### config.mk
export PLATFORM = sky130hd
export DESIGN_NAME = key_operand_sequencer
export DESIGN_NICKNAME = d
export VERILOG_FILES = /design/src/rtl/key_operand_sequencer.sv
export SDC_FILE = /design/constraint.sdc
export NUM_CORES = 1
export LEC_CHECK = 0
export BUFFER_PORTS_ARGS = -buffer_cell sky130_fd_sc_hd__buf_2
export CORE_UTILIZATION = 35
export CTS_CLUSTER_SIZE = 16
export DETAILED_ROUTE_END_ITERATION = 6
export GPL_TIMING_DRIVEN = 0
export PLACE_DENSITY = 0.47
export SETUP_SLACK_MARGIN = 0.4
export SLEW_MARGIN = 10
export SYNTH_ARGS = -nofsm -noshare
export SYNTH_HDL_FRONTEND = slang
export SYNTH_SLANG_ARGS = --single-unit
### constraint.sdc
create_clock -name CLOCK_50 -period 7.05 [get_ports CLOCK_50]
set_input_delay 1.0575 -clock CLOCK_50 [delete_from_list [all_inputs] [get_ports CLOCK_50]]
set_output_delay 1.0575 -clock CLOCK_50 [all_outputs]
set_load 0.01 [all_outputs]
### src/rtl/key_operand_sequencer.sv
// Debounced push-button front end that produces the registered operand A for the
// DE2 function-block demos: loaded from SW, stepped by hand, or swept automatically.
module key_operand_sequencer #(
  parameter int WIDTH           = 4,
  parameter int DEBOUNCE_CYCLES = 1000000,
  parameter int STEP_CYCLES     = 25000000
) (
  input  logic             CLOCK_50,
  input  logic             RESET,
  input  logic [2:0]       KEY_N,
  input  logic [WIDTH-1:0] SW,
  output logic [WIDTH-1:0] A,
  output logic             auto_mode,
  output logic             step_pulse,
  output logic             wrap
);

  localparam int DW = $clog2(DEBOUNCE_CYCLES);
  localparam int PW = $clog2(STEP_CYCLES);
  localparam logic [DW-1:0] DEB_LAST  = DW'(DEBOUNCE_CYCLES - 1);
  localparam logic [PW-1:0] STEP_LAST = PW'(STEP_CYCLES - 1);

  typedef enum logic [0:0] {
    ST_MANUAL = 1'b0,
    ST_AUTO   = 1'b1
  } state_t;

  logic [2:0]         sync1_q;
  logic [2:0]         sync2_q;
  logic [2:0]         deb_q;
  logic [2:0]         deb_d;
  logic [2:0]         press_q;
  logic [2:0]         press_d;
  logic [2:0][DW-1:0] cnt_q;
  logic [2:0][DW-1:0] cnt_d;

  state_t             state_q;
  logic [WIDTH-1:0]   a_q;
  logic [PW-1:0]      presc_q;
  logic               step_q;
  logic               wrap_q;

  logic               step_ev_s;
  logic               load_ev_s;
  logic               mode_ev_s;
  logic [WIDTH-1:0]   a_inc_s;
  logic               a_max_s;
  logic               tick_s;

  // Debounce next state: a level is accepted after DEBOUNCE_CYCLES consecutive differing samples.
  always_comb begin
    deb_d   = deb_q;
    press_d = 3'b000;
    cnt_d   = '0;
    for (int k = 0; k < 3; k++) begin
      if (sync2_q[k] == deb_q[k]) begin
        cnt_d[k] = '0;
      end else if (cnt_q[k] == DEB_LAST) begin
        cnt_d[k]   = '0;
        deb_d[k]   = sync2_q[k];
        press_d[k] = ~sync2_q[k];
      end else begin
        cnt_d[k] = cnt_q[k] + DW'(1);
      end
    end
  end

  // Key synchronizers, debounced levels and one-cycle press events.
  always_ff @(posedge CLOCK_50 or posedge RESET) begin
    if (RESET) begin
      sync1_q <= 3'b111;
      sync2_q <= 3'b111;
      deb_q   <= 3'b111;
      cnt_q   <= '0;
      press_q <= 3'b000;
    end else begin
      sync1_q <= KEY_N;
      sync2_q <= sync1_q;
      deb_q   <= deb_d;
      cnt_q   <= cnt_d;
      press_q <= press_d;
    end
  end

  assign step_ev_s = press_q[0];
  assign load_ev_s = press_q[1];
  assign mode_ev_s = press_q[2];
  assign a_inc_s   = a_q + WIDTH'(1);
  assign a_max_s   = (a_q == {WIDTH{1'b1}});
  assign tick_s    = (presc_q == STEP_LAST);

  // Mode FSM and operand register; load beats mode beats step/tick, losers are dropped.
  always_ff @(posedge CLOCK_50 or posedge RESET) begin
    if (RESET) begin
      state_q <= ST_MANUAL;
      a_q     <= '0;
      presc_q <= '0;
      step_q  <= 1'b0;
      wrap_q  <= 1'b0;
    end else begin
      step_q <= 1'b0;
      wrap_q <= 1'b0;
      if (load_ev_s) begin
        a_q     <= SW;
        step_q  <= 1'b1;
        presc_q <= '0;
      end else if (mode_ev_s) begin
        state_q <= (state_q == ST_AUTO) ? ST_MANUAL : ST_AUTO;
        presc_q <= '0;
      end else begin
        case (state_q)
          ST_MANUAL: begin
            presc_q <= '0;
            if (step_ev_s) begin
              a_q    <= a_inc_s;
              step_q <= 1'b1;
              wrap_q <= a_max_s;
            end else begin
              a_q <= a_q;
            end
          end
          ST_AUTO: begin
            if (tick_s) begin
              presc_q <= '0;
              a_q     <= a_inc_s;
              step_q  <= 1'b1;
              wrap_q  <= a_max_s;
            end else begin
              presc_q <= presc_q + PW'(1);
            end
          end
          default: begin
            state_q <= ST_MANUAL;
            presc_q <= '0;
          end
        endcase
      end
    end
  end

  assign A          = a_q;
  assign auto_mode  = (state_q == ST_AUTO);
  assign step_pulse = step_q;
  assign wrap       = wrap_q;

endmodule

# Word-level counts from Yosys, hierarchy flattened
# Index checks and enable logic that the tools add are counted.
# W data, S select, Z words.
# totals
regBits,104
in_bits,9
# op_classes
add_sub_neg,5
eq_ne,11
muxes,32
bitwise_logic,8
reduce_logical,5
# ops
cell,count
$mux W20,6
$mux W25,3
$add A20 B1 Y20 const B,3
$eq A20 B20 Y1 const B,3
$pmux W25 S2,1
$add A25 B1 Y25 const B,1
$eq A25 B25 Y1 const B,1
$mux W4,4
$mux W1,15
$not A1 Y1,8
$pmux W4 S2,1
$reduce_and A2 Y1,4
$add A4 B1 Y4 const B,1
$eq A4 B4 Y1 const B,1
$pmux W1 S2,2
$eq A1 B1 Y1,3
$ne A3 B2 Y1 const B,1
$ne A3 B3 Y1 const B,1
$reduce_and A3 Y1,1
$ne A2 B2 Y1 const B,1

# Longest topological paths before layout
# logic_depth
ltp_word,5
depth_mapped,7
depth_no_buf,5

# Least setup slack after synthesis
# Ideal clock, no wire load.
# synth_timing
path_kind,reg-to-reg
from,register cnt_q[20] (netlist name)
to,register cnt_q[38] (netlist name)
t_arrival_ns,1.965
required_ns,6.972
slack_ns,5.007
path_stages_with_launch,7
path_buffers,1
cell_sequence,dfrtp_1 ha_1 nand3_4 or4_1 buf_2 or4_1 a21oi_1
# synth_lines
item,line_no,rtl
start: declaration,34,logic [2:0][DW-1:0] cnt_q;
start signal: assignment,80,cnt_q <= cnt_d;

# Final worst setup path
# layout_timing
from,register presc_q[9]
to,register presc_q[3]
# layout_between
elab_chain_len,5
# layout_rtl
item,line_no,rtl
start: declaration,39,logic [PW-1:0] presc_q;
start signal: assignment,129,presc_q <= presc_q + PW'(1);
$eq A25 B25 Y1,90,assign tick_s = (presc_q == STEP_LAST);
$mux W25,123,if (tick_s) begin
$pmux W25 S2,111,case (state_q)
$mux W25,107,end else if (mode_ev_s) begin
$mux W25,103,if (load_ev_s) begin
# No other way between the ends.
# A chain may end at the register's enable or synchronous reset.

==> qor.yml <==
floorplanning:
  core_area_mm2: 0.0145
  die_width_um: 123
  pin_count: 16
  start_util: 0.356
  die_y_um: 123
  rows: 44
  dieArea_mm2: 0.0152
clock_network:
  worstSkewPairLatency_ns: 0.35
  cts_resized: 0
  clockBufferDepth: 2
  cts_buffers: 9
  clock_sinks: 104
  cts_tree: "done"
  cts_setup_buffers: 0
  h-tree-depth: 3
  root_buffer: "clkbuf_16"
  clkSlewWorstSetupHoldPaths_ns: 0.07
  hold_buffers: 0
place:
  dp_hpwl_mm: 7.08
  globalplace.congestion: 0.806
  portBuffers: 15
  dp_cells: 720
  dpl-instance-area_mm2: 0.00550
synthesis:
  syn-num-nets: 534
  synth_most_common_cell: "dfrtp_1"
  yosysUniqueCellTypes: 50
  synth-seq-cells: 104
  ys_top_cells_by_count: "95 x dfrtp_1, 63 x nor2_1, 30 x nand2_1, 30 x xnor2_1"
  synth_top_area_frac: 0.461
  syn-instance-count: 520
  postSynthAreaPerCell_um2: 9.93
  netlist_area_mm2: 0.00516
  yosysWarnings: 0
  synthFlopType: "dfrtp_1"
  async_flop_share: 1.00
  synth_area_leaders: "dfrtp_1 46%, xnor2_1 5.1%, dfstp_2 4.6%"
  synth.yosys.seq_area_share: 0.506
  synth_area_leader_cell: "dfrtp_1"
  synth_edf_count: 0
worst_setup_path:
  cp-start-kind: "register"
  crit_fanout: 10
  reg2reg_to: "presc_q[3]$_DFF_PP0_"
  crit_end: "presc_q[3]$_DFF_PP0_"
  worstPathArrival_ns: 2.59
  critPathCaptureType: "register"
  startpoint: "presc_q[9]$_DFF_PP0_"
  slowest_delay_ns: 0.64
  rrSetupSlack_ns: 4.70
  critPathKind: "reg -> reg"
  rr_worst_depth: 5
  r2r-start: "presc_q[9]$_DFF_PP0_"
  cp_cell_sequence: "nor4b_1, nand4_1, o311ai_2, buf_2, nor2_1"
  required_ns: 7.29
  cpMaxStageDelayCell: "o311ai_2"
sta:
  period_share: 0.333
  maxSlewHeadroom: 0.626
  layout_min_cycle_time_ns: 2.35
  clock.fmax_mhz: 426
  tightest_slew_ns: 0.559
  hold_viol_final: 0
  rsz0062_at_grt: "no"
  setup_viol: 0
  fin_skew_ns: 0.00936
  drv_slew: 0
  setup_tns_ns: 0
global_route:
  grt_pass1_vias: 3875
  grt_max_degree: 58
  grt_pass1_wl_mm: 18.5
  antenna_found_initial: 0
  grt-ovfl-total: 0
  grt.total_usage: 0.153
hold_path:
  hold_class: "reg -> reg"
routing:
  ant_nets: 0
  via_per_inst: 5.26
  drt_wl_total_mm: 10.4
  drcViolationCount: 0
  wl_per_cell_um: 14.1
  num_vias: 3875
  drtPass1Iterations: 5
  drtIter0Drc: 220
layout:
  fin_cells: 736
  drive_above_1_share: 0.116
  stdcell_area_mm2: 0.00582
  post-route-util: 0.402
  nets: 561
  antenna_cells: 0
  fillers: 1445
  syn_to_final_growth_pct: 12.7
power:
  power_density_mw_per_mm2: 202
  finalPower_mw: 1.18
  ir_worst_vdd_v: 0.000123
  p_leak_nw: 2.25
outcome:
  status: "completed"
run:
  cap_violations: 0
==> metrics by stage <==
stage / setup slack, ns / hold WS (ns)
2_1_floorplan: 3.28 / 0.345
6_report: 4.70 / 0.359
3_3_place_gp: 1.84 / 0.349
4_1_cts: 4.68 / 0.360
5_1_grt: 4.47 / 0.364
3_5_place_dp: 4.70 / 0.349
==> critical path, delay by kind of cell (launching register included) <==
family,cells,cell delay [ns]
flops,1,0.44
buf+inv,1,0.34
compound gates,1,0.64
simple gates,3,0.81
==> worst min path at each step <==
stage | start | end | slack [ns] | cells past startpoint
after floorplan | sync1_q[0]$_DFF_PP1_ | sync2_q[0]$_DFF_PP1_ | 0.35 | 0
after global placement | sync1_q[1]$_DFF_PP1_ | sync2_q[1]$_DFF_PP1_ | 0.35 | 0
after detailed placement | sync1_q[1]$_DFF_PP1_ | sync2_q[1]$_DFF_PP1_ | 0.35 | 0
after CTS | sync1_q[1]$_DFF_PP1_ | sync2_q[1]$_DFF_PP1_ | 0.36 | 0
after global routing | sync1_q[1]$_DFF_PP1_ | sync2_q[1]$_DFF_PP1_ | 0.36 | 0
final | sync1_q[1]$_DFF_PP1_ | sync2_q[1]$_DFF_PP1_ | 0.36 | 0
==> power breakdown <==
group          internal, mW  total, mW  switching (mW)  leakage, nW
Sequential            0.604      0.609         0.00528         1.40
Combinational       0.00951     0.0316          0.0221        0.689
Clock                 0.312      0.536           0.224        0.160
Total                 0.925       1.18           0.252         2.25
==> registers in the layout (all words and copies together) (netlist names) <==
| register | count |
|---|---|
| A | 4 |
| auto_mode | 1 |
| cnt_q | 60 |
| deb_q | 3 |
| presc_q | 25 |
| press_q | 3 |
| step_pulse | 1 |
| sync1_q | 3 |
| sync2_q | 3 |
| wrap | 1 |
==> logic make-up after synthesis <==
family,Yosys count,share of synthesized area
AND/OR/NAND/NOR,239,0.254
flip-flops,104,0.506
AO/OA/AOI/OAI,83,0.107
XOR/XNOR,51,0.0865
buffers and inverters,35,0.0272
adder cells (fa/ha/maj),5,0.0121
multiplexers,3,0.00654
==> routing by layer <==
layer	vias to the layer above	routed length (um)	share of wire	global-route usage
met1	1892	5160	0.50	0.200
met5	-	0	0	0
li1	1924	-	-	-
met3	7	371	0.036	0.0466
met2	52	4760	0.46	0.247
met4	0	77	0.0074	0.0399
==> layout make-up <==
cell class | instances | area [um2] | share of cell area
Sequential cell | 104 | 2610 | 0.449
Multi-Input combinational cell | 381 | 2410 | 0.414
Tap cell | 184 | 230 | 0.0396
Clock buffer | 9 | 225 | 0.0387
Timing Repair Buffer | 16 | 103 | 0.0176
Clock inverter | 7 | 92.6 | 0.0159
Inverter | 19 | 76.3 | 0.0131
Buffer | 16 | 68.8 | 0.0118
==> cell usage in the layout, fill, tap and decap left out, drive strengths merged, types with 6 or more instances in the layout <==
master | netlist | final
dfrtp | 95 | 95
or3 | 19 | 19
xnor2 | 30 | 30
nor2 | 63 | 63
a21oi | 30 | 30
and3 | 9 | 9
nor4b | 6 | 6
nor3 | 8 | 8
o21ai | 19 | 19
inv | 19 | 21
or4 | 21 | 21
nand4 | 16 | 16
and2 | 6 | 6
xor2 | 21 | 21
nand3 | 32 | 32
nand2 | 30 | 30
nor4 | 9 | 9
dfstp | 9 | 9
o31ai | 18 | 18
clkbuf | 8 | 17
buf | 8 | 24
(Power assumes the default switching activity.)
